==> config.mk <==
export PLATFORM = sky130hd
export DESIGN_NAME = ped_request_conditioner
export DESIGN_NICKNAME = d
export VERILOG_FILES = /design/src/rtl/ped_request_conditioner.sv
export SDC_FILE = /design/constraint.sdc
export NUM_CORES = 1
export LEC_CHECK = 0
export CAP_MARGIN = 5
export CORE_ASPECT_RATIO = 0.5
export CORE_UTILIZATION = 55
export CTS_CLUSTER_DIAMETER = 120
export CTS_CLUSTER_SIZE = 8
export DETAILED_ROUTE_END_ITERATION = 7
export PLACE_DENSITY = 0.76
export SETUP_SLACK_MARGIN = 0.2
export SYNTH_ARGS = -nofsm -noshare
export SYNTH_HDL_FRONTEND = slang
export SYNTH_SLANG_ARGS = --single-unit
==> constraint.sdc <==
create_clock -name clk_50_mhz -period 1.9 [get_ports clk_50_mhz]
set_input_delay 0.38 -clock clk_50_mhz [delete_from_list [all_inputs] [get_ports clk_50_mhz]]
set_output_delay 0.38 -clock clk_50_mhz [all_outputs]
set_load 0.02 [all_outputs]
==> src/rtl/ped_request_conditioner.sv <==
// Pedestrian request conditioner: per-direction synchronizer, debouncer,
// press pulse/counter and a held walk request with post-acknowledge lockout.
// Channel 0 is north, channel 1 is west; the two channels share no state.
module ped_request_conditioner #(
    parameter int unsigned DEBOUNCE_CYCLES = 3,
    parameter int unsigned LOCKOUT_CYCLES  = 8,
    parameter int unsigned CNT_W           = 8
) (
    input  logic             clk_50_mhz,
    input  logic             reset_n,
    input  logic             nrth_pedo_button,
    input  logic             west_pedo_button,
    input  logic             nrth_ack,
    input  logic             west_ack,
    output logic             nrth_req,
    output logic             west_req,
    output logic             nrth_press,
    output logic             west_press,
    output logic [CNT_W-1:0] nrth_press_cnt,
    output logic [CNT_W-1:0] west_press_cnt
);

    typedef enum logic [1:0] {
        ST_IDLE    = 2'd0,
        ST_PENDING = 2'd1,
        ST_LOCKOUT = 2'd2
    } req_state_e;

    // Lockout counter is loaded with LOCKOUT_CYCLES-1 and counts down to 0.
    localparam int unsigned     LK_W    = (LOCKOUT_CYCLES > 1) ? $clog2(LOCKOUT_CYCLES) : 1;
    localparam logic [LK_W-1:0] LK_INIT = LK_W'((LOCKOUT_CYCLES > 0) ? LOCKOUT_CYCLES - 1 : 0);
    localparam logic [7:0]      DB_LAST = 8'(DEBOUNCE_CYCLES - 1);

    logic [1:0]       btn_raw;
    logic [1:0]       ack_w;
    logic [1:0]       req_w;
    logic [1:0]       press_w;
    logic [CNT_W-1:0] cnt_w [2];

    assign btn_raw = {west_pedo_button, nrth_pedo_button};
    assign ack_w   = {west_ack, nrth_ack};

    for (genvar g = 0; g < 2; g++) begin : g_ch
        logic             sync1_q, sync2_q;
        logic             deb_q, deb_d, deb_prev_q;
        logic [7:0]       db_cnt_q, db_cnt_d;
        logic             press_d, press_q;
        req_state_e       state_q, state_d;
        logic [LK_W-1:0]  lk_q, lk_d;
        logic [CNT_W-1:0] cnt_q, cnt_d;

        // Two-flop synchronizer; idles at the released level (1).
        // NOTE: sequential state is written with non-blocking assignments so every flop samples pre-edge values.
        always_ff @(posedge clk_50_mhz) begin
            if (reset_n) begin
                sync1_q <= 1'b1;
                sync2_q <= 1'b1;
            end else begin
                sync1_q <= btn_raw[g];
                sync2_q <= sync1_q;
            end
        end

        // Debounce: count consecutive samples differing from the level, flip on the last one.
        // NOTE: every always_comb output gets a default first so no path can infer a latch.
        always_comb begin
            deb_d    = deb_q;
            db_cnt_d = '0;
            if (sync2_q != deb_q) begin
                if (db_cnt_q == DB_LAST) begin
                    deb_d = sync2_q;
                end else begin
                    db_cnt_d = db_cnt_q + 8'd1;
                end
            end
        end

        // A press is the cycle after the debounced level fell 1->0.
        assign press_d = deb_prev_q & ~deb_q;

        // Request FSM next state: ack dominates a coincident press while pending.
        always_comb begin
            state_d = state_q;
            lk_d    = lk_q;
            case (state_q)
                ST_IDLE: begin
                    if (press_d) state_d = ST_PENDING;
                end
                ST_PENDING: begin
                    if (ack_w[g]) begin
                        if (LOCKOUT_CYCLES == 0) begin
                            state_d = ST_IDLE;
                        end else begin
                            state_d = ST_LOCKOUT;
                            lk_d    = LK_INIT;
                        end
                    end
                end
                ST_LOCKOUT: begin
                    if (lk_q == '0) state_d = ST_IDLE;
                    else            lk_d    = lk_q - LK_W'(1);
                end
                default: state_d = ST_IDLE;
            endcase
        end

        // Saturating press counter, cleared only by reset.
        always_comb begin
            cnt_d = cnt_q;
            if (press_d && (cnt_q != '1)) cnt_d = cnt_q + CNT_W'(1);
        end

        // Debouncer, press pulse, FSM and counter registers.
        always_ff @(posedge clk_50_mhz) begin
            if (reset_n) begin
                deb_q      <= 1'b1;
                deb_prev_q <= 1'b1;
                db_cnt_q   <= '0;
                press_q    <= 1'b0;
                state_q    <= ST_IDLE;
                lk_q       <= '0;
                cnt_q      <= '0;
            end else begin
                deb_q      <= deb_d;
                deb_prev_q <= deb_q;
                db_cnt_q   <= db_cnt_d;
                press_q    <= press_d;
                state_q    <= state_d;
                lk_q       <= lk_d;
                cnt_q      <= cnt_d;
            end
        end

        assign req_w[g]   = (state_q == ST_PENDING);
        assign press_w[g] = press_q;
        assign cnt_w[g]   = cnt_q;
    end

    assign nrth_req       = req_w[0];
    assign west_req       = req_w[1];
    assign nrth_press     = press_w[0];
    assign west_press     = press_w[1];
    assign nrth_press_cnt = cnt_w[0];
    assign west_press_cnt = cnt_w[1];

endmodule

==> results of run 1 <==
cells in the final DEF, fill, tap and decap left out, types with 5 or more instances in the layout:
master,instances
sky130_fd_sc_hd__nor3_1,12
sky130_fd_sc_hd__nand3_1,14
sky130_fd_sc_hd__nand2_1,8
sky130_fd_sc_hd__nor2_2,8
sky130_fd_sc_hd__ha_1,10
sky130_fd_sc_hd__nor2_1,26
sky130_fd_sc_hd__clkbuf_8,6
sky130_fd_sc_hd__inv_1,10
sky130_fd_sc_hd__a21oi_1,9
sky130_fd_sc_hd__a211oi_1,5
sky130_fd_sc_hd__or2_2,6
sky130_fd_sc_hd__dfxtp_1,50
sky130_fd_sc_hd__dlygate4sd2_1,17
sky130_fd_sc_hd__xor2_1,10
sky130_fd_sc_hd__clkdlybuf4s50_1,8
sky130_fd_sc_hd__xnor2_1,7
sky130_fd_sc_hd__nor2b_1,5
registers in the layout, summed over array words and instances, names as in the netlist:
name and flops:
g_ch.db_cnt_q 16, g_ch.deb_prev_q 2, g_ch.lk_q 6, g_ch.state_q 4, west_press 1, nrth_press 1
nrth_press_cnt 8, west_press_cnt 8, g_ch.sync2_q 2, g_ch.sync1_q 2, g_ch.deb_q 2
repair_timing:
item | CTS | global route
endpoints found under the hold margin | 0 | 0
gates resized for setup | 18 | 4
buffers inserted | 0 | 0
setup endpoints to repair | 25 | 11
report_power, final:
group	internal [mW]	total, mW	switching [mW]
logic	0.0249	0.0492	0.0242
registers	1.10	1.10	0.00485
clock network	0.298	0.653	0.355
synthesized netlist by cell type, types with 2 or more instances:
master	instances
sky130_fd_sc_hd__mux2_2	4
sky130_fd_sc_hd__nor2_2	8
sky130_fd_sc_hd__nand2b_1	2
sky130_fd_sc_hd__o21a_1	2
sky130_fd_sc_hd__nor2_1	26
sky130_fd_sc_hd__and2_1	2
sky130_fd_sc_hd__xor2_1	10
sky130_fd_sc_hd__dfxtp_1	52
sky130_fd_sc_hd__o21ai_0	4
sky130_fd_sc_hd__or2_2	6
sky130_fd_sc_hd__or3_1	3
sky130_fd_sc_hd__xnor2_1	7
sky130_fd_sc_hd__nand3_1	14
sky130_fd_sc_hd__a211oi_1	5
sky130_fd_sc_hd__nand4_1	2
sky130_fd_sc_hd__and4_1	2
sky130_fd_sc_hd__clkbuf_1	4
sky130_fd_sc_hd__nor3b_1	2
sky130_fd_sc_hd__nand2_1	8
sky130_fd_sc_hd__mux2i_1	2
sky130_fd_sc_hd__a21oi_1	9
sky130_fd_sc_hd__and3_1	3
sky130_fd_sc_hd__a221oi_1	4
sky130_fd_sc_hd__nor2b_1	5
sky130_fd_sc_hd__ha_1	10
sky130_fd_sc_hd__inv_1	10
sky130_fd_sc_hd__nor3_1	12
logic make-up after synthesis:
kind of cell    synth area share, %
compound gates                 8.66
simple gates                   26.5
flops                          46.8
fa+ha+maj                      5.62
mux                            2.92
buf+inv                        2.87
xor+xnor                       6.69
worst paths after layout:
kind,depth (start not counted),slack (ns),endpoint,start
setup / recovery,1,0.24,nrth_press_cnt[7],nrth_press_cnt[7]
hold / removal,1,0.43,g_ch[1].sync2_q,g_ch[1].sync1_q
setup reg to reg,7,0.24,g_ch[0].db_cnt_q[2],g_ch[0].db_cnt_q[0]
hold reg to reg,1,0.43,g_ch[1].sync2_q,g_ch[1].sync1_q
final cells by class:
type / count / area [um^2] / share of cell area [%]
multi-input cells: 167 / 1140 / 42.7
flip-flops and latches: 52 / 1040 / 39.2
repair buffers: 29 / 284 / 10.7
clock buffers: 6 / 82.6 / 3.10
well taps: 51 / 63.8 / 2.40
inverters: 10 / 37.5 / 1.41
clock inverters: 2 / 13.8 / 0.517
metal layers:
| metal | up-vias | part of all wire [%] |
|---|---|---|
| met5 | - | 0 |
| met1 | 769 | 49 |
| li1 | 876 | - |
| met4 | 0 | 1.4 |
| met2 | 26 | 45 |
| met3 | 4 | 4.3 |
==> run summary, run 1 <==
=================================================================================
Status                                                                  completed
GRT Residual Overflow                                                           0
Count of inserted antenna diode cells                                           0
CTS clk-pin slew, worst paths                                             0.10 ns
Leak Pwr                                                                  1.02 nW
Clock tree from TritonCTS                                                    done
Slowest CP cell                                                      sky130_fd_sc_hd__clkdlybuf4s50_1
Placed wire-length estimate after detailed placement                      2810 um
Number of global-route vias before repair                                    1490
Largest stage delay on the critical path                                  0.61 ns
Worst min path class                                                   reg -> reg
Final Instance Count excl. Fillers                                            317
Final Wtd Congestion                                                        0.846
Cell area after synthesis                                            0.00223 mm^2
# setup viols final                                                             0
Peak VDD IR                                                              0.570 mV
Cell count after placement                                                    309
Met1 Use GR                                                                 23.9%
Utilization of the core after routing                                       73.1%
Kind of cell adding the most delay to the critical path              buffers and inverters
Initial DRC count                                                              48
I/O pins                                                                       26
Average via count per standard cell                                          5.28
Starting density of the core                                                61.1%
Number of standard cells after synthesis                                      234
Data arrival time at the worst-slack endpoint                             1.28 ns
Post-route fraction of the period consumed by the critical path             87.5%
Detailed-route wire length per cell                                       12.1 um
Deepest clock path buffer count                                                 2
RSZ-0062 raised after global routing                                          yes
Worst Tran Pin Value                                                     0.407 ns
Total of max-cap violations                                                     0
Synthesized flop and latch total                                               52
Number of levels the H-tree was split into                                      2
DRC Markers                                                                     0
Highest clock frequency the design can meet                               602 MHz
EDFF count, synth                                                               0
Area of the die                                                      0.00432 mm^2
Dominant synthesized flop cell                                       sky130_fd_sc_hd__dfxtp_1
Die boundary width                                                        92.0 um
Skew-Pair Late Insertion Delay                                            0.31 ns
Die outline height                                                        47.0 um
Final Routed Wirelength                                                   3850 um
Relative slew margins                                                       72.6%
Count of buffers from port buffering                                           25
Yosys warning count                                                             0
TritonCTS Buffers                                                               5
Post-layout power                                                         1.80 mW
Critical path required time                                               1.52 ns
Global-route wire length before repair                                    6470 um
Critical path peak fanout                                                       3
Overall fraction of global-route tracks in use                              20.0%
Detailed-route via count                                                     1675
Residual antenna-violating net count after detailed routing                     0
Area of placed instances                                             0.00257 mm^2
Std-Cell Core Area                                                   0.00364 mm^2
Clock sink count                                                               52
Crit Path Class                                                        reg -> out
Hold-fix buffer count after cts                                                 0
WP buf/inv                                                                      1
Top cells by area, synth                                             sky130_fd_sc_hd__dfxtp_1 47%, sky130_fd_sc_hd__ha_1 5.6%, sky130_fd_sc_hd__nor2_1 4.4%
Hold Slack                                                               0.431 ns
Maximum number of pins on one net before global-route repair                   41
Post-route standard cell area excluding fillers                      0.00266 mm^2
Fraction of post-synthesis cell area in the top cell type by area           46.8%
Fin Setup TNS                                                                0 ns
Dpl ws                                                                   0.197 ns
Post-Syn Nets                                                                 250
Least setup slack across all paths after layout                          0.238 ns
Layout cells sized above 1                                                  14.7%
Share of the yosys chip area belonging to registers                         46.8%
Buffer cell driving the clock tree root                              sky130_fd_sc_hd__clkbuf_8
Count of pins over their slew limit                                             0
Met3 Usage GRT                                                              6.31%
Cell variety after synth                                                       43
First-pass iteration count of the detailed router                               4
Post-layout minimum cycle time                                            1.66 ns
Power per cell area                                                   677 mW/mm^2
Layout filler cell count                                                      284
Avg Cell Area, Syn                                                      9.51 um^2
Library cell occupying the most area in the post-synthesis netlist   sky130_fd_sc_hd__dfxtp_1
Final #Nets                                                                   281
GRT Max-Usage Layer                                                          met2
Layout Skew                                                            0.00917 ns
Cells along the critical path                                        clkdlybuf4s50_1
Area Growth Syn to Fin                                                      19.6%
Met2 layer usage reported by global route                                   34.8%
Number of hold violations in the final report                                   0
Initial antenna violation count                                                 0
Share of synthesized registers carrying an async set or reset                  0%
Startpoint types                                                        flip-flop
Endpoint class of the critical path                                  primary output
Placement row count                                                            15
=================================================================================
Note: power is estimated with default switching activity, not from simulation.
==> run 2, diff against run 1 <==
- CELL_PAD_IN_SITES_DETAIL_PLACEMENT: unset -> 1
- CELL_PAD_IN_SITES_GLOBAL_PLACEMENT: unset -> 1
- CORE_UTILIZATION: 55 -> 42
- GPL_TIMING_DRIVEN: unset -> 0
- PLACE_DENSITY: 0.76 -> 0.75
==> run summary, run 2 (same netlist as run 1, synthesis figures left out) <==
==============================================================================
Status                                                               completed
Area of the die                                                   0.00561 mm^2
Max FFs per register                                                        16
Global-route wire length before repair                                 8000 um
Power per cell area                                                645 mW/mm^2
Multi-input combinational cell area                               0.00119 mm^2
Worst Tran Pin Value                                                  0.512 ns
Relative slew margins                                                    65.9%
Data arrival time at the worst-slack endpoint                          1.86 ns
Average via count per standard cell                                       5.08
Number of hold violations in the final report                                0
Post-layout power                                                      1.79 mW
Die boundary width                                                      105 um
Deepest clock path buffer count                                              2
Overall fraction of global-route tracks in use                           18.4%
Area of placed instances                                          0.00256 mm^2
Worst min path class                                                reg -> reg
Register containing the most flip-flops in the final layout       g_ch.db_cnt_q
Layout filler cell count                                                   584
Count of inserted antenna diode cells                                        0
CTS clk-pin slew, worst paths                                          0.09 ns
Starting density of the core                                             44.5%
First-pass iteration count of the detailed router                            4
Count of buffers from port buffering                                        25
Number of levels the H-tree was split into                                   2
Launch instance of the worst register-to-register path            g_ch[0].db_cnt_q[0]
Buffer cell driving the clock tree root                           sky130_fd_sc_hd__clkbuf_8
Area Growth Syn to Fin                                                   24.8%
Residual antenna-violating net count after detailed routing                  0
Hold-fix buffer count after cts                                              0
Initial antenna violation count                                              0
# setup viols final                                                          0
Total of max-cap violations                                                  0
Hold Slack                                                            0.415 ns
Final Routed Wirelength                                                4870 um
Most common cell after layout, fill and taps aside                sky130_fd_sc_hd__dfxtp_1
Initial DRC count                                                           38
Hold wc startpoint                                                g_ch[0].sync1_q
Critical register-to-register path endpoint                       g_ch[0].db_cnt_q[4]
Endpoint with the worst hold slack                                g_ch[0].sync2_q
Detailed-route via count                                                  1747
Crit Path Class                                                     reg -> reg
Layout cells sized above 1                                               17.9%
Clock sink count                                                            52
Peak VDD IR                                                           0.453 mV
Count of pins over their slew limit                                          0
Highest clock frequency the design can meet                            597 MHz
Most frequent cells in the layout                                 50 x sky130_fd_sc_hd__dfxtp_1, 26 x sky130_fd_sc_hd__nor2_1, 16 x sky130_fd_sc_hd__dlygate4sd2_1, 14 x sky130_fd_sc_hd__nand3_1, 12 x sky130_fd_sc_hd__nor3_1
Leak Pwr                                                               1.06 nW
Layout Skew                                                         0.00950 ns
Post-layout minimum cycle time                                         1.68 ns
Skew-Pair Late Insertion Delay                                         0.30 ns
Storage element area                                              0.00105 mm^2
Detailed-route wire length per cell                                    14.2 um
Startpoint types                                                     flip-flop
Final #Nets                                                                289
Number of global-route vias before repair                                 1721
Endpoint class of the critical path                                  flip-flop
Number of stages on the worst hold path                                      1
DRC Markers                                                                  0
Critical path required time                                            2.09 ns
Number of cells on the worst reg-to-reg path                                 7
Final Instance Count excl. Fillers                                         344
Die outline height                                                     53.5 um
Placed wire-length estimate after detailed placement                   3420 um
Placement row count                                                         18
Critical path peak fanout                                                    8
Maximum number of pins on one net before global-route repair                16
RSZ-0062 raised after global routing                                       yes
TritonCTS Buffers                                                            5
Clock tree from TritonCTS                                                 done
Std-Cell Core Area                                                0.00500 mm^2
GRT Residual Overflow                                                        0
Cell count after placement                                                 329
Final Wtd Congestion                                                     0.757
Setup slack of the worst register-to-register path                     0.22 ns
Post-route fraction of the period consumed by the critical path          88.2%
Post-route standard cell area excluding fillers                   0.00278 mm^2
I/O pins                                                                    26
==============================================================================
run 2: cell count changes in the layout (fill, tap and decap cells not counted), sizes merged:
cell          previous run  this run
inv                     11        10
clkinvlp                 0         1
dlygate4sd2             17        16
dlymetal6s2s             0         1
buf                      4         8
clkbuf                   6        11
clkinv                   1         0
run 2: through the flow:
| step | setup slack, ns | util [%] | TNS, ns |
|---|---|---|---|
| floorplan | 0.322 | - | 0 |
| finish | 0.224 | 55.6 | 0 |
| detailed placement | -0.240 | 51.3 | -3.14 |
| global placement | -0.176 | 51.3 | -2.37 |
| global route | 0.138 | 55.6 | 0 |
| CTS | 0.200 | 53.2 | 0 |
run 2: metal layers:
layer	part of all wire, %	GRT usage (%)
met1	49	22.4
met2	48	34.1
met3	2.9	4.43
met4	0.43	2.82
met5	0	0
run 2: critical path, stage by stage, from the launching register on:
cell	delay (ns)
sky130_fd_sc_hd__dfxtp_4	0.35
sky130_fd_sc_hd__inv_2	0.04
sky130_fd_sc_hd__ha_2	0.14
sky130_fd_sc_hd__or4b_4	0.47
sky130_fd_sc_hd__nor4_4	0.19
sky130_fd_sc_hd__or3_4	0.19
sky130_fd_sc_hd__buf_12	0.14
sky130_fd_sc_hd__nor2_2	0.05
run 2: cell type report:
class	instances	area share, %
Multi-Input combinational cell	167	42.7
Clock inverter	1	0.270
Timing Repair Buffer	32	10.3
Tap cell	70	3.15
Clock buffer	7	3.11
Inverter	10	1.35
Buffer	5	1.35
Sequential cell	52	37.7
run 2: worst max path at each step:
| stage | startpoint | to | slack, ns | cells past startpoint |
|---|---|---|---|---|
| floorplan | g_ch[0].db_cnt_q[0] | g_ch[0].db_cnt_q[2] | 0.32 | 7 |
| global placement | reset_n | nrth_press_cnt[7] | -0.18 | 4 |
| detailed placement | reset_n | nrth_press_cnt[7] | -0.24 | 4 |
| CTS | g_ch[0].db_cnt_q[0] | g_ch[0].db_cnt_q[2] | 0.20 | 7 |
| global route | g_ch[0].lk_q[0] | g_ch[0].lk_q[0] | 0.14 | 7 |
| finish | g_ch[0].db_cnt_q[0] | g_ch[0].db_cnt_q[4] | 0.22 | 7 |
run 2: power by group:
group	total, mW	switching (mW)	internal, mW
clock	0.640	0.343	0.297
sequential	1.10	0.00433	1.09
combinational	0.0553	0.0310	0.0242
total	1.79	0.378	1.41
run 2: repair_timing:
action                                 4_1_cts  5_1_grt
gates cloned                                 0        0
resized for setup                           23       17
setup buffers                                0        7
setup endpoints to repair                   41       24
pin swaps                                    0        7
endpoints found under the hold margin        0        0
==> run 3, diff against run 2 <==
- MAX_ROUTING_LAYER: unset -> met4
==> run summary, run 3 (same netlist as run 1, synthesis figures left out) <==
==============================================================================
Number of stages on the worst hold path                                      1
# setup viols final                                                          0
Most frequent cells in the layout                                 50 x sky130_fd_sc_hd__dfxtp_1, 26 x sky130_fd_sc_hd__nor2_1, 16 x sky130_fd_sc_hd__dlygate4sd2_1, 14 x sky130_fd_sc_hd__nand3_1, 12 x sky130_fd_sc_hd__nor3_1
Highest clock frequency the design can meet                            599 MHz
CTS clk-pin slew, worst paths                                          0.09 ns
Final Instance Count excl. Fillers                                         344
Area of the die                                                   0.00561 mm^2
Maximum number of pins on one net before global-route repair                16
Critical path required time                                            2.09 ns
Startpoint types                                                     flip-flop
Buffer cell driving the clock tree root                           sky130_fd_sc_hd__clkbuf_8
Status                                                               completed
Number of hold violations in the final report                                0
Final #Nets                                                                289
Die boundary width                                                      105 um
Critical path peak fanout                                                    8
Fin Setup TNS                                                             0 ns
Clock tree from TritonCTS                                                 done
Number of cells on the worst reg-to-reg path                                 7
Number of global-route vias before repair                                 1720
Power per cell area                                                647 mW/mm^2
Worst min path class                                                reg -> reg
Leak Pwr                                                               1.06 nW
Utilization of the core after routing                                    55.5%
Global-route wire length before repair                                 8020 um
Detailed-route via count                                                  1747
GRT Residual Overflow                                                        0
Std-Cell Core Area                                                0.00500 mm^2
DRC Markers                                                                  0
Count of pins over their slew limit                                          0
First-pass iteration count of the detailed router                            4
Peak VDD IR                                                           0.455 mV
Die outline height                                                     53.5 um
Starting density of the core                                             44.5%
Post-layout minimum cycle time                                         1.67 ns
Deepest clock path buffer count                                              2
Layout filler cell count                                                   585
Detailed-route wire length per cell                                    14.2 um
Max FFs per register                                                        16
Placed wire-length estimate after detailed placement                   3420 um
Count of buffers from port buffering                                        25
Initial antenna violation count                                              0
Hold-fix buffer count after cts                                              0
Skew-Pair Late Insertion Delay                                         0.30 ns
Post-layout power                                                      1.79 mW
TritonCTS Buffers                                                            5
Dpl ws                                                               -0.240 ns
Least setup slack across all paths after layout                       0.232 ns
Area Growth Syn to Fin                                                   24.6%
Final Routed Wirelength                                                4890 um
Number of levels the H-tree was split into                                   2
Initial DRC count                                                           51
Most common cell after layout, fill and taps aside                sky130_fd_sc_hd__dfxtp_1
Layout Skew                                                         0.00945 ns
Data arrival time at the worst-slack endpoint                          1.86 ns
Register containing the most flip-flops in the final layout       g_ch.db_cnt_q
Total of max-cap violations                                                  0
RSZ-0062 raised after global routing                                       yes
Count of inserted antenna diode cells                                        0
Placement row count                                                         18
Clock sink count                                                            52
Post-route fraction of the period consumed by the critical path          87.8%
Overall fraction of global-route tracks in use                           18.9%
Crit Path Class                                                     reg -> reg
Cell count after placement                                                 329
Average via count per standard cell                                       5.08
Worst Tran Pin Value                                                  0.515 ns
Relative slew margins                                                    65.7%
Endpoint class of the critical path                                  flip-flop
I/O pins                                                                    26
Final Wtd Congestion                                                     0.767
Residual antenna-violating net count after detailed routing                  0
Layout cells sized above 1                                               17.9%
==============================================================================
-- run 3: per-stage QoR --
step / cell area, um^2 / hold WS [ns]
2_1_floorplan: 2230 / 0.389
3_3_place_gp: 2560 / 0.397
3_5_place_dp: 2560 / 0.399
4_1_cts: 2660 / 0.423
5_1_grt: 2770 / 0.445
6_report: 2770 / 0.415
-- run 3: final cells by class --
| type | count | area [um^2] | share of cell area [%] |
|---|---|---|---|
| Sequential cell | 52 | 1050 | 37.8 |
| Timing Repair Buffer | 32 | 285 | 10.3 |
| Multi-Input combinational cell | 167 | 1180 | 42.6 |
| Inverter | 10 | 37.5 | 1.35 |
| Tap cell | 70 | 87.6 | 3.16 |
| Clock inverter | 1 | 7.51 | 0.271 |
| Clock buffer | 7 | 86.3 | 3.11 |
| Buffer | 5 | 37.5 | 1.35 |
-- run 3: repair_timing --
| action | in CTS | in global routing |
|---|---|---|
| gates resized for setup | 23 | 16 |
| setup buffers | 0 | 7 |
| pin swaps | 0 | 7 |
| endpoints found under the setup margin | 41 | 24 |
-- run 3: worst max-delay path: stages, from the launching register on --
cell,delay [ns]
sky130_fd_sc_hd__dfxtp_4,0.35
sky130_fd_sc_hd__inv_2,0.04
sky130_fd_sc_hd__ha_2,0.14
sky130_fd_sc_hd__or4b_4,0.47
sky130_fd_sc_hd__nor4_4,0.19
sky130_fd_sc_hd__or3_4,0.19
sky130_fd_sc_hd__buf_12,0.13
sky130_fd_sc_hd__nor2_2,0.05
-- run 3: worst paths after layout --
path | from | endpoint | slack [ns]
min reg2reg | g_ch[0].sync1_q | g_ch[0].sync2_q | 0.42
min | g_ch[0].sync1_q | g_ch[0].sync2_q | 0.42
max | g_ch[0].db_cnt_q[0] | g_ch[0].db_cnt_q[2] | 0.23
max reg2reg | g_ch[0].db_cnt_q[0] | g_ch[0].db_cnt_q[2] | 0.23
-- run 3: where the power goes --
group          total, mW  internal [mW]  switching, mW
combinational     0.0552         0.0242         0.0309
clock              0.642          0.297          0.345
sequential          1.10           1.09        0.00435
-- run 3: layer usage --
layer  up-vias  track usage [%]  share of wire (%)
met5         -                -                  0
met3         2             4.43                2.9
met2        18             34.0                 48
li1        892                -                  -
met1       835             22.5                 49
met4         0             2.82               0.43
